==> src/rtl/cache_arbiter.sv <==
// Two-client arbiter between the split L1 I/D caches and one physical-memory port.
// Round-robin grants, with a lock that keeps a D-cache writeback and its refill back to back.
module cache_arbiter #(
  parameter int ADDR_W = 32,
  parameter int LINE_W = 256
) (
  input  logic              clk,
  input  logic              rst,
  input  logic              i_pmem_read,
  input  logic [ADDR_W-1:0] i_pmem_address,
  output logic [LINE_W-1:0] i_pmem_rdata,
  output logic              i_pmem_resp,
  input  logic              d_pmem_read,
  input  logic              d_pmem_write,
  input  logic [ADDR_W-1:0] d_pmem_address,
  input  logic [LINE_W-1:0] d_pmem_wdata,
  output logic [LINE_W-1:0] d_pmem_rdata,
  output logic              d_pmem_resp,
  output logic              pmem_read,
  output logic              pmem_write,
  output logic [ADDR_W-1:0] pmem_address,
  output logic [LINE_W-1:0] pmem_wdata,
  input  logic [LINE_W-1:0] pmem_rdata,
  input  logic              pmem_resp
);

  typedef enum logic [1:0] {
    IDLE    = 2'd0,
    SERVE_I = 2'd1,
    SERVE_D = 2'd2
  } state_t;

  localparam logic GRANT_I = 1'b0;
  localparam logic GRANT_D = 1'b1;

  state_t              state_q, state_d;
  logic                last_grant_q, last_grant_d;
  logic                wb_lock_q, wb_lock_d;
  logic                pmem_read_q, pmem_read_d;
  logic                pmem_write_q, pmem_write_d;
  logic [ADDR_W-1:0]   pmem_address_q, pmem_address_d;
  logic [LINE_W-1:0]   pmem_wdata_q, pmem_wdata_d;

  logic                i_req_s;
  logic                d_req_s;
  logic                grant_valid_s;
  logic                grant_id_s;

  assign i_req_s = i_pmem_read;
  assign d_req_s = d_pmem_read | d_pmem_write;

  // Arbitration on the requests sampled while idle
  always_comb begin
    grant_valid_s = 1'b0;
    grant_id_s    = GRANT_I;
    if (wb_lock_q && d_req_s) begin
      // A locked D refill (or any D request) goes ahead of a waiting I request
      grant_valid_s = 1'b1;
      grant_id_s    = GRANT_D;
    end else if (i_req_s && d_req_s) begin
      grant_valid_s = 1'b1;
      grant_id_s    = (last_grant_q == GRANT_I) ? GRANT_D : GRANT_I;
    end else if (d_req_s) begin
      grant_valid_s = 1'b1;
      grant_id_s    = GRANT_D;
    end else if (i_req_s) begin
      grant_valid_s = 1'b1;
      grant_id_s    = GRANT_I;
    end else begin
      grant_valid_s = 1'b0;
      grant_id_s    = GRANT_I;
    end
  end

  // Next-state, latched transaction and memory-strobe logic
  always_comb begin
    state_d        = state_q;
    last_grant_d   = last_grant_q;
    wb_lock_d      = wb_lock_q;
    pmem_read_d    = pmem_read_q;
    pmem_write_d   = pmem_write_q;
    pmem_address_d = pmem_address_q;
    pmem_wdata_d   = pmem_wdata_q;

    case (state_q)
      IDLE: begin
        if (!d_pmem_read) begin
          wb_lock_d = 1'b0;
        end else begin
          wb_lock_d = wb_lock_q;
        end
        if (grant_valid_s && (grant_id_s == GRANT_D)) begin
          state_d        = SERVE_D;
          last_grant_d   = GRANT_D;
          wb_lock_d      = 1'b0;
          pmem_address_d = d_pmem_address;
          pmem_wdata_d   = d_pmem_wdata;
          // Both strobes high is illegal; the writeback wins
          pmem_write_d   = d_pmem_write;
          pmem_read_d    = ~d_pmem_write;
        end else if (grant_valid_s) begin
          state_d        = SERVE_I;
          last_grant_d   = GRANT_I;
          pmem_address_d = i_pmem_address;
          pmem_read_d    = 1'b1;
          pmem_write_d   = 1'b0;
        end else begin
          state_d = IDLE;
        end
      end
      SERVE_I, SERVE_D: begin
        if (pmem_resp) begin
          state_d      = IDLE;
          pmem_read_d  = 1'b0;
          pmem_write_d = 1'b0;
          if ((state_q == SERVE_D) && pmem_write_q) begin
            wb_lock_d = 1'b1;
          end else begin
            wb_lock_d = wb_lock_q;
          end
        end else begin
          state_d = state_q;
        end
      end
      default: begin
        state_d      = IDLE;
        pmem_read_d  = 1'b0;
        pmem_write_d = 1'b0;
      end
    endcase
  end

  // State and transaction registers with synchronous reset
  always_ff @(posedge clk) begin
    if (rst) begin
      state_q        <= IDLE;
      last_grant_q   <= GRANT_I;
      wb_lock_q      <= 1'b0;
      pmem_read_q    <= 1'b0;
      pmem_write_q   <= 1'b0;
      pmem_address_q <= {ADDR_W{1'b0}};
      pmem_wdata_q   <= {LINE_W{1'b0}};
    end else begin
      state_q        <= state_d;
      last_grant_q   <= last_grant_d;
      wb_lock_q      <= wb_lock_d;
      pmem_read_q    <= pmem_read_d;
      pmem_write_q   <= pmem_write_d;
      pmem_address_q <= pmem_address_d;
      pmem_wdata_q   <= pmem_wdata_d;
    end
  end

  assign pmem_read    = pmem_read_q;
  assign pmem_write   = pmem_write_q;
  assign pmem_address = pmem_address_q;
  assign pmem_wdata   = pmem_wdata_q;

  // Responses go only to the owner of the transaction, and only if it is still asking
  assign i_pmem_rdata = pmem_rdata;
  assign d_pmem_rdata = pmem_rdata;
  assign i_pmem_resp  = pmem_resp & (state_q == SERVE_I) & i_req_s;
  assign d_pmem_resp  = pmem_resp & (state_q == SERVE_D) & d_req_s;

endmodule

==> config.mk <==
export PLATFORM = sky130hd
export DESIGN_NAME = cache_arbiter
export DESIGN_NICKNAME = d
export VERILOG_FILES = /design/src/rtl/cache_arbiter.sv
export SDC_FILE = /design/constraint.sdc
export NUM_CORES = 1
export LEC_CHECK = 0
export CORE_AREA = 4 4 538 540
export CTS_BUF_LIST = sky130_fd_sc_hd__clkbuf_8
export CTS_CLUSTER_DIAMETER = 80
export DETAILED_ROUTE_END_ITERATION = 6
export DIE_AREA = 0 0 542 544
export GPL_TIMING_DRIVEN = 0
export PLACE_DENSITY_LB_ADDON = 0.2
export SLEW_MARGIN = 30
export SYNTH_ARGS = -nofsm -noshare
export SYNTH_HDL_FRONTEND = slang
export SYNTH_SLANG_ARGS = --single-unit
==> constraint.sdc <==
create_clock -name clk -period 2.1 [get_ports clk]
set_clock_uncertainty 0.1 [all_clocks]
set_input_delay 0.42 -clock clk [delete_from_list [all_inputs] [get_ports clk]]
set_output_delay 0.42 -clock clk [all_outputs]
set_load 0.005 [all_outputs]
# Word-level counts from Yosys, hierarchy flattened
# Cells that the tools add are included.
# W data, S select, Z words.
[totals]
reg_bits = 294
in_bits = 582
elab_cells = 58
[classes]
n_eq_ne = 6
muxes = 27
n_bitwise = 6
reduce_logical = 12
[ops]
columns = ["op", "n"]
rows = [
  ["$mux W32", 2],
  ["$mux W1", 19],
  ["$ne A3 B3 Y1 const B", 2],
  ["$pmux W1 S2", 3],
  ["$reduce_and A2 Y1", 3],
  ["$and A1 B1 Y1", 4],
  ["$logic_and A1 B1 Y1", 4],
  ["$mux W2", 2],
  ["$ne A2 B2 Y1 const B", 2],
  ["$pmux W2 S2", 1],
  ["$reduce_and A4 Y1", 1],
  ["$reduce_bool A2 Y1", 2],
  ["$eq A2 B1 Y1 const B", 1],
  ["$eq A2 B2 Y1 const B", 1],
  ["$logic_not A2 Y1", 1],
  ["$reduce_or A2 Y1", 1],
  ["$not A1 Y1", 1],
  ["$or A1 B1 Y1", 1],
]

# Logic depth before layout (Yosys ltp)
# Gate-level depths: netlist of run 1.
[depth]
depth_word = 7
mapped_depth = 8
ltp_nobuf = 5

# Worst setup path after synthesis of run 1
# OpenSTA, ideal clock, no wires.
[synth_timing]
path_type = "input port to output port"
start = "input port d_pmem_write"
end = "output port d_pmem_resp"
arrival_time_ps = 1160
required_time_ps = 1580
setup_slack_ps = 420
path_stages = 4
path_buffers = 2
cell_sequence = "buf_2 nor2_2 clkbuf_1 nor2_1"
[synth_between]
elab_chain_cells = 2
[synth_rtl]
columns = ["element", "line", "source"]
rows = [
  ["from (decl)", "14", "input logic d_pmem_write,"],
  ["$or A1 B1 Y1", "50", "assign d_req_s = d_pmem_read | d_pmem_write;"],
  ["$and A1 B1 Y1", "163", "assign d_pmem_resp = pmem_resp & (state_q == SERVE_D) & d_req_s;"],
  ["to (decl)", "18", "output logic d_pmem_resp,"],
]
# No other way between the ends.

# Worst setup path after layout of run 1
[layout_timing]
start = "register state_q[1]"
end = "output port i_pmem_resp"
[layout_between]
elab_chain_cells = 3
[layout_rtl]
columns = ["element", "line", "source"]
rows = [
  ["from (decl)", "36", "state_t state_q, state_d;"],
  ["from (signal assigned)", "144", "state_q <= state_d;"],
  ["$eq A2 B1 Y1", "162", "assign i_pmem_resp = pmem_resp & (state_q == SERVE_I) & i_req_s;"],
  ["$and A1 B1 Y1 (2 in a row)", "162", ""],
  ["to (decl)", "12", "output logic i_pmem_resp,"],
]
# No other way between the ends.

==> results of run 1 <==
## routing by layer
metal,track usage,vias up,wire length (microns)
met4,0.02031,22,2519
met5,0,-,147
met2,0.1731,1152,75260
li1,-,8917,-
met1,0.1173,9212,62620
met3,0.05204,145,19810
## kinds of logic (layout without fill, tap and decap cells)
logic type	count (synthesis)	after routing	synth area share
buffers and inverters	688	2098	0.3005
AOI/OAI and AO/OA	590	590	0.2053
and+or+nand+nor	340	340	0.1086
DFF	294	294	0.3826
adders and majority gates	3	3	0.002440
muxes	1	1	0.0006506
other	0	22	0
## where the power goes
group          internal, W  switching, W
registers          0.00627      0.000442
logic              0.00373       0.00390
clock network      0.00434       0.00327
## worst max-delay path by stage
| stage | cells after the start | from | endpoint | slack [ps] |
|---|---|---|---|---|
| detailed placement | 6 | i_pmem_read | pmem_wdata[128] | -1640 |
| global placement | 6 | i_pmem_read | pmem_wdata[124] | -1620 |
| finish | 4 | state_q[1] | i_pmem_resp | -60 |
| CTS | 4 | state_q[1] | i_pmem_resp | -260 |
| global route | 5 | state_q[1] | d_pmem_resp | -240 |
| floorplan | 4 | d_pmem_write | d_pmem_resp | 420 |
## per-stage QoR
step	hold WS (ps)	TNS, ps	cell area, sq um	setup slack [ps]
finish	126.8	-109.9	34380	-55.61
CTS	0.5684	-504.6	34250	-262.2
floorplan	348.5	0	15380	420.2
global route	27.61	-513.6	34340	-239.7
detailed placement	365.2	-355830	31400	-1637
global placement	362.2	-366890	31370	-1621
## placed cells by master (no fill, tap or decap), drive strengths merged
cell type,Yosys,final
o31ai,1,1
dlygate4sd2,0,95
a31oi,32,32
a211o,1,1
a211oi,1,1
nor3,1,1
dlygate4sd3,0,153
clkdlybuf4s50,0,833
o21a,1,1
dfxtp,294,294
a22oi,1,1
o2111ai,33,33
a21oi,260,260
clkinv,0,3
inv,4,28
clkdlybuf4s15,0,98
mux2i,1,1
clkinvlp,0,2
buf,586,691
diode,0,22
nor2,3,3
o21ai,257,257
nand2,37,37
o32ai,2,2
nand3,289,289
dlymetal6s2s,0,1
and3,2,2
ha,3,3
clkbuf,98,189
a21o,1,1
nand2b,4,4
nor2b,2,2
and3b,1,1
nand3b,1,1
bufinv,0,5
## worst min-delay path: stages
cell	delay, ps
dlymetal6s2s_1	220
o31ai_4	130
nand2_1	80
a31oi_1	80
## timing repair
| action | in CTS | in global routing |
|---|---|---|
| pin swaps | 1 | 3 |
| setup endpoints to repair | 584 | 122 |
| setup buffers | 6 | 2 |
| hold endpoints to repair | 153 | 0 |
| gates resized for setup | 935 | 65 |
| hold buffers | 153 | 0 |
## registers in the layout, indices dropped and copies added, names as in the netlist
name	count
pmem_address	32
pmem_read	1
last_grant_q	1
state_q	2
wb_lock_q	1
pmem_wdata	256
pmem_write	1
## final cells by class
| class | instances | share of cell area |
|---|---|---|
| Antenna cell | 22 | 0.001602 |
| Inverter | 4 | 0.0005096 |
| Buffer | 684 | 0.1387 |
| Sequential cell | 294 | 0.1740 |
| Multi-Input combinational cell | 934 | 0.1439 |
| Tap cell | 3762 | 0.1369 |
| Timing Repair Buffer | 1289 | 0.3614 |
| Clock inverter | 34 | 0.008153 |
| Clock buffer | 87 | 0.03483 |
==> results.py, run 1 <==
metrics = {
    "cts": {
        "clk_path_buf_depth": 4,
        "clock-root-buffer": "clkbuf_8",
        "cts_tree": "done",
        "htreeDepth": 3,
        "cts_buffers": 73,
        "cts.sinks": 294,
        "cts.clk_slew.worst_paths_ps": 60,
        "clk_latency_ps": 770,
    },
    "critical_path": {
        "r2r_cells": 6,
        "crit_path_max_incr_delay_ps": 330,
        "cp_max_fo": 2,
        "crit_family": "flip-flops",
        "cpMaxStageDelayCell": "dfxtp_2",
        "reg2reg_slack_ps": 80,
        "r2r_end": "pmem_address[13]",
        "rr_startpoint": "state_q[0]",
        "critPathLaunchType": "flip-flop",
        "worst-path-buf-inv": 2,
        "critPathCaptureType": "output port",
        "crit_chain": "inv_2 -> ha_4 -> and3_1 -> buf_6",
        "cp.arrival_ps": 1640,
        "path_class": "flip-flop to output port",
        "required_ps": 1580,
    },
    "placement": {
        "placedCellCount": 6806,
        "routabilityCongestion": 0.8367,
        "place_hpwl_microns": 141300,
        "port_buffers": 1127,
    },
    "synthesis": {
        "ys_types": 32,
        "synthesis.area_sq_um": 15380,
        "yosys_register_bits": 294,
        "netlist_top_cells_count": "518 x buf_4, 294 x dfxtp_1, 289 x nand3_1",
        "postSynthCellCount": 1916,
        "synthesis.nets": 2501,
        "yosys_warnings": 0,
        "synth.most_common_cell": "buf_4",
        "synth_top_area_share": 0.3826,
        "synth_largest_area_cell": "dfxtp_1",
        "synth-edff-count": 0,
        "syn_avg_cell_area_sq_um": 8.030,
        "ys.flop_type": "dfxtp_1",
        "ys_seq_area_frac": 0.3826,
        "synth.area.top_cells": "dfxtp_1 38%, buf_4 25%, nand3_1 9.4%",
        "synthArstFlopShare": 0,
    },
    "power_and_ir_drop": {
        "ir_drop_uv": 372.2,
        "pwr_density_cell_nw_per_um2": 638.3,
        "finalPower_w": 0.02194,
        "power_leakage_nw": 13.17,
    },
    "sta": {
        "hold_violations": 0,
        "period_share": 1.026,
        "slew_viol_final": 0,
        "worst_slew_pin_slew_ps": 882.3,
        "clock.fmax_mhz": 463.9,
        "rsz0062_at_grt": "true",
        "setup_viol_count_final": 2,
        "fin_ws_ps": -55.61,
        "slew_headroom": 0.4118,
        "fin_crit_ps": 2156,
    },
    "detailed_routing": {
        "wirelength_microns": 160400,
        "wl_per_cell_microns": 22.55,
        "drc": 0,
        "ant_nets": 0,
        "via_per_inst": 2.735,
        "dr_total_vias": 19450,
        "drt_iter0_markers": 883,
        "first_pass_iters": 7,
    },
    "job": {
        "cap_violations": 0,
    },
    "floorplanning": {
        "die_h_microns": 544,
        "die_w_microns": 542,
        "io_pins": 1386,
        "dieArea_sq_um": 294800,
        "coreArea_sq_um": 284500,
        "start_util": 0.05408,
        "row_count": 196,
    },
    "global_routing": {
        "grt.total_usage": 0.1030,
        "grt_pass1_wl_microns": 202000,
        "antenna_found_initial": 48,
        "grt_max_degree": 12,
        "grt_overflow": 0,
        "grt_pass1_vias": 20000,
    },
    "layout": {
        "nNetsFinal": 3865,
        "layout-drive-gt1-share": 0.2862,
        "seqCellArea_sq_um": 5982,
        "fill_cells": 32890,
        "stdcell_count": 7110,
        "multi_input_comb_area_sq_um": 4946,
        "synthToLayoutAreaGrowth_pct": 123.4,
        "post-route-util": 0.1208,
    },
    "hold_path": {
        "hold_path_end": "pmem_address[1]",
        "hold_path_class": "primary input to flip-flop",
        "hold_start": "i_pmem_read",
        "hold_depth": 4,
    },
    "outcome": {
        "violations": "negative setup slack",
        "outcome": "complete, but fails checks",
    },
}
Power figures use the tool's default switching activity.
==> run 2, diff against run 1 <==
Settings changed: ABC_CLOCK_PERIOD_IN_PS set to 2100, CAP_MARGIN set to 20.
==> results of run 2 <==
The final DEF is identical to that of run 1; final timing and power are the same.
==> run 3, diff against run 2 <==
Settings changed: SLEW_MARGIN 30 to 15.
==> run 3 against run 2 <==
Compared with the run above: the flow still finishes with violations (negative setup slack); clock power fell by 1%; flip-flop and latch count unchanged; fmax shrank 1.3%; setup slack worse by 28 ps; critical path depth rose by 1; register-to-register slack better by 20 ps.
==> results.py, run 3 (synthesis gave the netlist of run 1 again) <==
metrics = {
    "cts": {
        "clk_path_buf_depth": 3,
        "htreeDepth": 3,
        "cts_buffers": 71,
        "cts.clk_slew.worst_paths_ps": 60,
        "cts_tree": "done",
        "cts.sinks": 294,
        "clk_latency_ps": 730,
        "clock-root-buffer": "clkbuf_8",
    },
    "sta": {
        "hold_violations": 0,
        "rsz0062_at_grt": "true",
        "setup_viol_count_final": 2,
        "slew_viol_final": 0,
        "fin_crit_ps": 2183,
        "worst_slew_pin_slew_ps": 1006,
        "period_share": 1.040,
        "clock.fmax_mhz": 458.0,
        "slew_headroom": 0.3294,
        "fin_ws_ps": -83.29,
    },
    "detailed_routing": {
        "wl_met1_microns": 60820,
        "ant_nets": 0,
        "drt_iter0_markers": 964,
        "met2_length_microns": 75380,
        "top_layer": "met5",
        "via_per_inst": 2.717,
        "dr_total_vias": 19020,
        "wirelength_microns": 160600,
        "drc": 0,
        "route.met3.wl_microns": 21530,
        "first_pass_iters": 5,
        "wl_per_cell_microns": 22.95,
    },
    "global_routing": {
        "grt.total_usage": 0.1026,
        "antenna_found_initial": 64,
        "grt_pass1_vias": 19330,
        "grt_max_degree": 13,
        "grt_pass1_wl_microns": 199500,
        "grt_overflow": 0,
    },
    "placement": {
        "routabilityCongestion": 0.8367,
        "dp_slack_ps": -1620,
        "place_hpwl_microns": 141300,
        "port_buffers": 1127,
        "placedCellCount": 6806,
    },
    "layout": {
        "layout-drive-gt1-share": 0.2730,
        "synthToLayoutAreaGrowth_pct": 116.2,
        "stdcell_count": 6998,
        "largest_reg_flops": 256,
        "nNetsFinal": 3739,
        "layout_common_cells": "833 x clkdlybuf4s50_1, 534 x buf_4, 289 x nand3_1, 263 x dfxtp_1, 260 x a21oi_1",
        "final_common_cell": "clkdlybuf4s50_1",
    },
    "floorplanning": {
        "dieArea_sq_um": 294800,
        "io_pins": 1386,
        "die_h_microns": 544,
        "row_count": 196,
        "die_w_microns": 542,
        "start_util": 0.05408,
        "coreArea_sq_um": 284500,
    },
    "hold_path": {
        "hold_path_class": "primary input to flip-flop",
    },
    "critical_path": {
        "critPathLaunchType": "primary input",
        "cp.arrival_ps": 1660,
        "crit_path_max_incr_delay_ps": 410,
        "cp_common_cell": "nor2_4",
        "cpMaxStageDelayCell": "clkbuf_2",
        "crit_chain": "dlygate4sd2_1 -> nor2_4 -> clkbuf_2 -> nor2_4 -> buf_6",
        "path_class": "primary input to output port",
        "critPathCaptureType": "output port",
        "required_ps": 1580,
        "cp_max_fo": 10,
    },
    "outcome": {
        "outcome": "complete, but fails checks",
        "violations": "negative setup slack",
    },
    "power_and_ir_drop": {
        "power_leakage_nw": 12.93,
        "ir_drop_uv": 336.9,
        "finalPower_w": 0.02160,
        "pwr_density_cell_nw_per_um2": 649.3,
    },
    "job": {
        "cap_violations": 0,
    },
}
run 3: cell count changes in the layout (fill, tap and decap cells not counted), moves of 3 or more:
| cell | delta |
|---|---|
| dfxtp_2 | -9 |
| buf_4 | -12 |
| clkbuf_1 | -4 |
| dlygate4sd2_1 | +108 |
| dlygate4sd3_1 | -123 |
| clkdlybuf4s15_1 | -41 |
| clkdlybuf4s15_2 | -10 |
| clkbuf_2 | +6 |
| diode_2 | +9 |
| bufinv_16 | -3 |
| dfxtp_4 | -9 |
| dfxtp_1 | +18 |
| buf_2 | -50 |
run 3: per-layer routing:
layer | up-vias | global-route usage
met1 | 8989 | 0.1122
met3 | 161 | 0.06003
met2 | 1144 | 0.1733
met4 | 40 | 0.01779
met5 | - | 0
li1 | 8681 | -
run 3: worst max-delay path, delay by kind of cell:
family                 cells  cell delay (ps)
buffers and inverters      3              910
AND/OR/NAND/NOR            2              320
run 3: final cells by class:
| type | instances | area, sq um |
|---|---|---|
| multi-input cells | 934 | 4946 |
| flip-flops and latches | 294 | 5937 |
| well taps | 3762 | 4707 |
| clock inverters | 35 | 259.0 |
| repair buffers | 1165 | 11310 |
| clock buffers | 89 | 1225 |
| inverters | 4 | 20.02 |
| plain buffers | 684 | 4776 |
| fillers | 32900 | 251200 |
| diodes | 31 | 77.57 |
run 3: power by group:
| group | internal, W | switching (W) | total [W] |
|---|---|---|---|
| Sequential | 0.00626 | 0.000437 | 0.00670 |
| Clock | 0.00409 | 0.00340 | 0.00749 |
| Combinational | 0.00358 | 0.00382 | 0.00741 |
run 3: final timing paths:
check | depth (start not counted) | end | start | slack, ps
min reg2reg | 2 | pmem_wdata[165] | pmem_wdata[165] | 370
min | 3 | pmem_wdata[87] | d_pmem_wdata[87] | 140
max | 5 | d_pmem_resp | d_pmem_read | -80
max reg2reg | 7 | pmem_wdata[127] | state_q[1] | 100
run 3: repair_timing:
item / 4_1_cts / 5_1_grt
buffers inserted: 2 / 4
hold buffers: 30 / 0
hold endpoints to repair: 31 / 0
cloned: 0 / 1
setup endpoints to repair: 584 / 147
resized for setup: 634 / 84
pin swaps: 0 / 3
run 3: through the flow:
| step | setup TNS (ps) | cell area (sq um) | util | hold slack, ps |
|---|---|---|---|---|
| 6_report | -118.7 | 33260 | 0.1169 | 137.9 |
| 5_1_grt | -348.9 | 33210 | 0.1167 | 26.83 |
| 4_1_cts | -421.5 | 33030 | 0.1161 | 0.5973 |
| 3_5_place_dp | -347040 | 31400 | 0.1104 | 367.1 |
| 3_3_place_gp | -366890 | 31370 | 0.1103 | 362.2 |
| 2_1_floorplan | 0 | 15380 | - | 348.5 |
==> RTL change: new RTL, config.mk and constraints of run 2 <==
Put a register stage on the outputs `i_pmem_rdata`, `i_pmem_resp`, `d_pmem_rdata` and `d_pmem_resp`, without a reset. The values now appear one clock later. The other outputs are not delayed to match.
--- a/src/rtl/cache_arbiter.sv
+++ b/src/rtl/cache_arbiter.sv
@@ -157,10 +157,12 @@
   assign pmem_wdata   = pmem_wdata_q;
 
   // Responses go only to the owner of the transaction, and only if it is still asking
-  assign i_pmem_rdata = pmem_rdata;
-  assign d_pmem_rdata = pmem_rdata;
-  assign i_pmem_resp  = pmem_resp & (state_q == SERVE_I) & i_req_s;
-  assign d_pmem_resp  = pmem_resp & (state_q == SERVE_D) & d_req_s;
+  always_ff @(posedge clk) begin
+    i_pmem_rdata <= pmem_rdata;
+    i_pmem_resp  <= pmem_resp & (state_q == SERVE_I) & i_req_s;
+    d_pmem_rdata <= pmem_rdata;
+    d_pmem_resp  <= pmem_resp & (state_q == SERVE_D) & d_req_s;
+  end
 
 endmodule
 
Behaviour: not the same (a bounded check fails within 4 cycles, from zero or initial values and one cycle with rst high).
==> RTL change against run 2 <==
  * Clock power up 79%
  * Sequential cell count up 258
  * Critical path depth down 2
  * Total power up 61%
  * Wire length up 28%
  * Via count up 19%
  * Synthesized area up 21%
  * Final cell count up 9.5%
  * Sequential share of layout area up 8.1 points
  * Cell area up 36%
  * Largest power group is now clock
  * Non-clock buffer count up 319
  * Setup slack better by 0.056 ns
  * Highest routed layer unchanged
  * Core utilization up 4.4 points
  * Synthesized cell count up 0.16%
==> RTL change: results (changes against run 2) <==
metric;value;unit;change
outcome;complete, no violations;;
clock_latency;0.91;ns;+0.14 ns
syn_avg_cell_area;9.69;sq um;+21%
n_antenna_cell;24;;+9.1%
netlist_top_cells_area;dfxtp_1 59%, buf_4 11%, nand3_1 7.8%, a21oi_1 7.0%, o21ai_0 6.7%;;
grt_max_degree;20;;+8
fillerInstances;31891;;-3.0%
grt_usage;13.3;%;+3.0 points
wl_per_cell;26.4;um;+17%
post-dp-hpwl;180;mm;+27%
multi_input_cells;935;;+0.11%
pre_cts_slack;-1.44;ns;+0.197 ns
avgViaCountPerCell;2.98;;+8.9%
drive_gt1_share;41.6;%;+13 points
dpl_cell_area;0.0372;sq mm;+18%
port-buffer-count;1383;;+23%
combPwrFrac;26.4;%;-8.4 points
clockBufferDepth;4;;unchanged
yosys_warnings;0;;unchanged
synth_nets;2504;;+0.12%
ys_seq_area_share;59.4;%;+21 points
worst_pin_slew;0.918;ns;+0.0353 ns
seq_power;12.4;mW;+85%
synth.distinct_cells;34;;+6.3%
clock_area_share;5.74;%;+1.4 points
antenna_found_initial;97;;+100%
layout.cells.non_filler;7789;;+9.5%
synth-seq-cells;552;;+88%
register_area;0.0120;sq mm;+100%
cpMaxStageDelayCell;dfxtp_4;;
dp_cells;7065;;+3.8%
ys.flop_type;dfxtp_1;;
drt_pass1_iterations;5;;-2
power.switching;11.3;mW;+49%
p_leak;18.4;nW;+40%
signal_buffers;2292;;+16%
critPathMaxStageDelay;0.37;ns;+0.04 ns
use_met3;5.34;%;+0.13 points
ir_worst_vdd;434;uV;+17%
met2_length;103;mm;+37%
final_area;0.0469;sq mm;+36%
n_clock_buffer;160;;+84%
globalRouteMet1Util;14.2;%;+2.4 points
met1_length;76.3;mm;+22%
pg_comb;9.32;mW;+22%
drt-initial-drc-count;1089;;+23%
synthAdderAreaFrac;0.202;%;-0.042 points
synth_common_cells;552 x dfxtp_1, 289 x nand3_1, 261 x buf_4;;
layout.nets;4493;;+16%
grt.met2_usage;23.9;%;+6.6 points
wl_met3;19.3;mm;-2.7%
buf_share;48.0;%;-2.0 points
synth.mux.area_fraction;0.0538;%;-0.011 points
grt_first_pass_wirelength;257;mm;+27%
numCtsBuffers;123;;+68%
synth_compound_area_share;17.0;%;-3.5 points
grt_pass1_vias;25099;;+25%
multiInputGateArea;0.00492;sq mm;-0.58%
place.gp.congestion;0.840;;+0.44%
-- RTL change: cell types whose count changed in the layout (fill, tap and decap cells not counted), sizes merged, moves of 13 or more --
| cell | change |
|---|---|
| buf | +293 |
| clkbuf | +102 |
| clkdlybuf4s15 | -67 |
| clkdlybuf4s50 | -254 |
| dfxtp | +258 |
| dlygate4sd2 | -85 |
| dlygate4sd3 | +404 |
| inv | +13 |
-- RTL change: what timing repair did --
item | CTS | global route
hold buffers | 557 | 0
endpoints found under the setup margin | 1095 | 666
resized for setup | 4924 | 225
endpoints found under the hold margin | 531 | 0
setup buffers | 60 | 2
cloned | 0 | 1
-- RTL change: worst paths after layout --
path / start / to / cells after the start / slack [ns]
worst max-delay path: d_pmem_rdata[184] / d_pmem_rdata[184] / 2 / 0.0004
worst min-delay path: d_pmem_address[1] / pmem_address[1] / 3 / 0.15
worst max register to register: state_q[0] / pmem_wdata[1] / 8 / 0.09
worst min register to register: pmem_wdata[28] / pmem_wdata[28] / 2 / 0.37
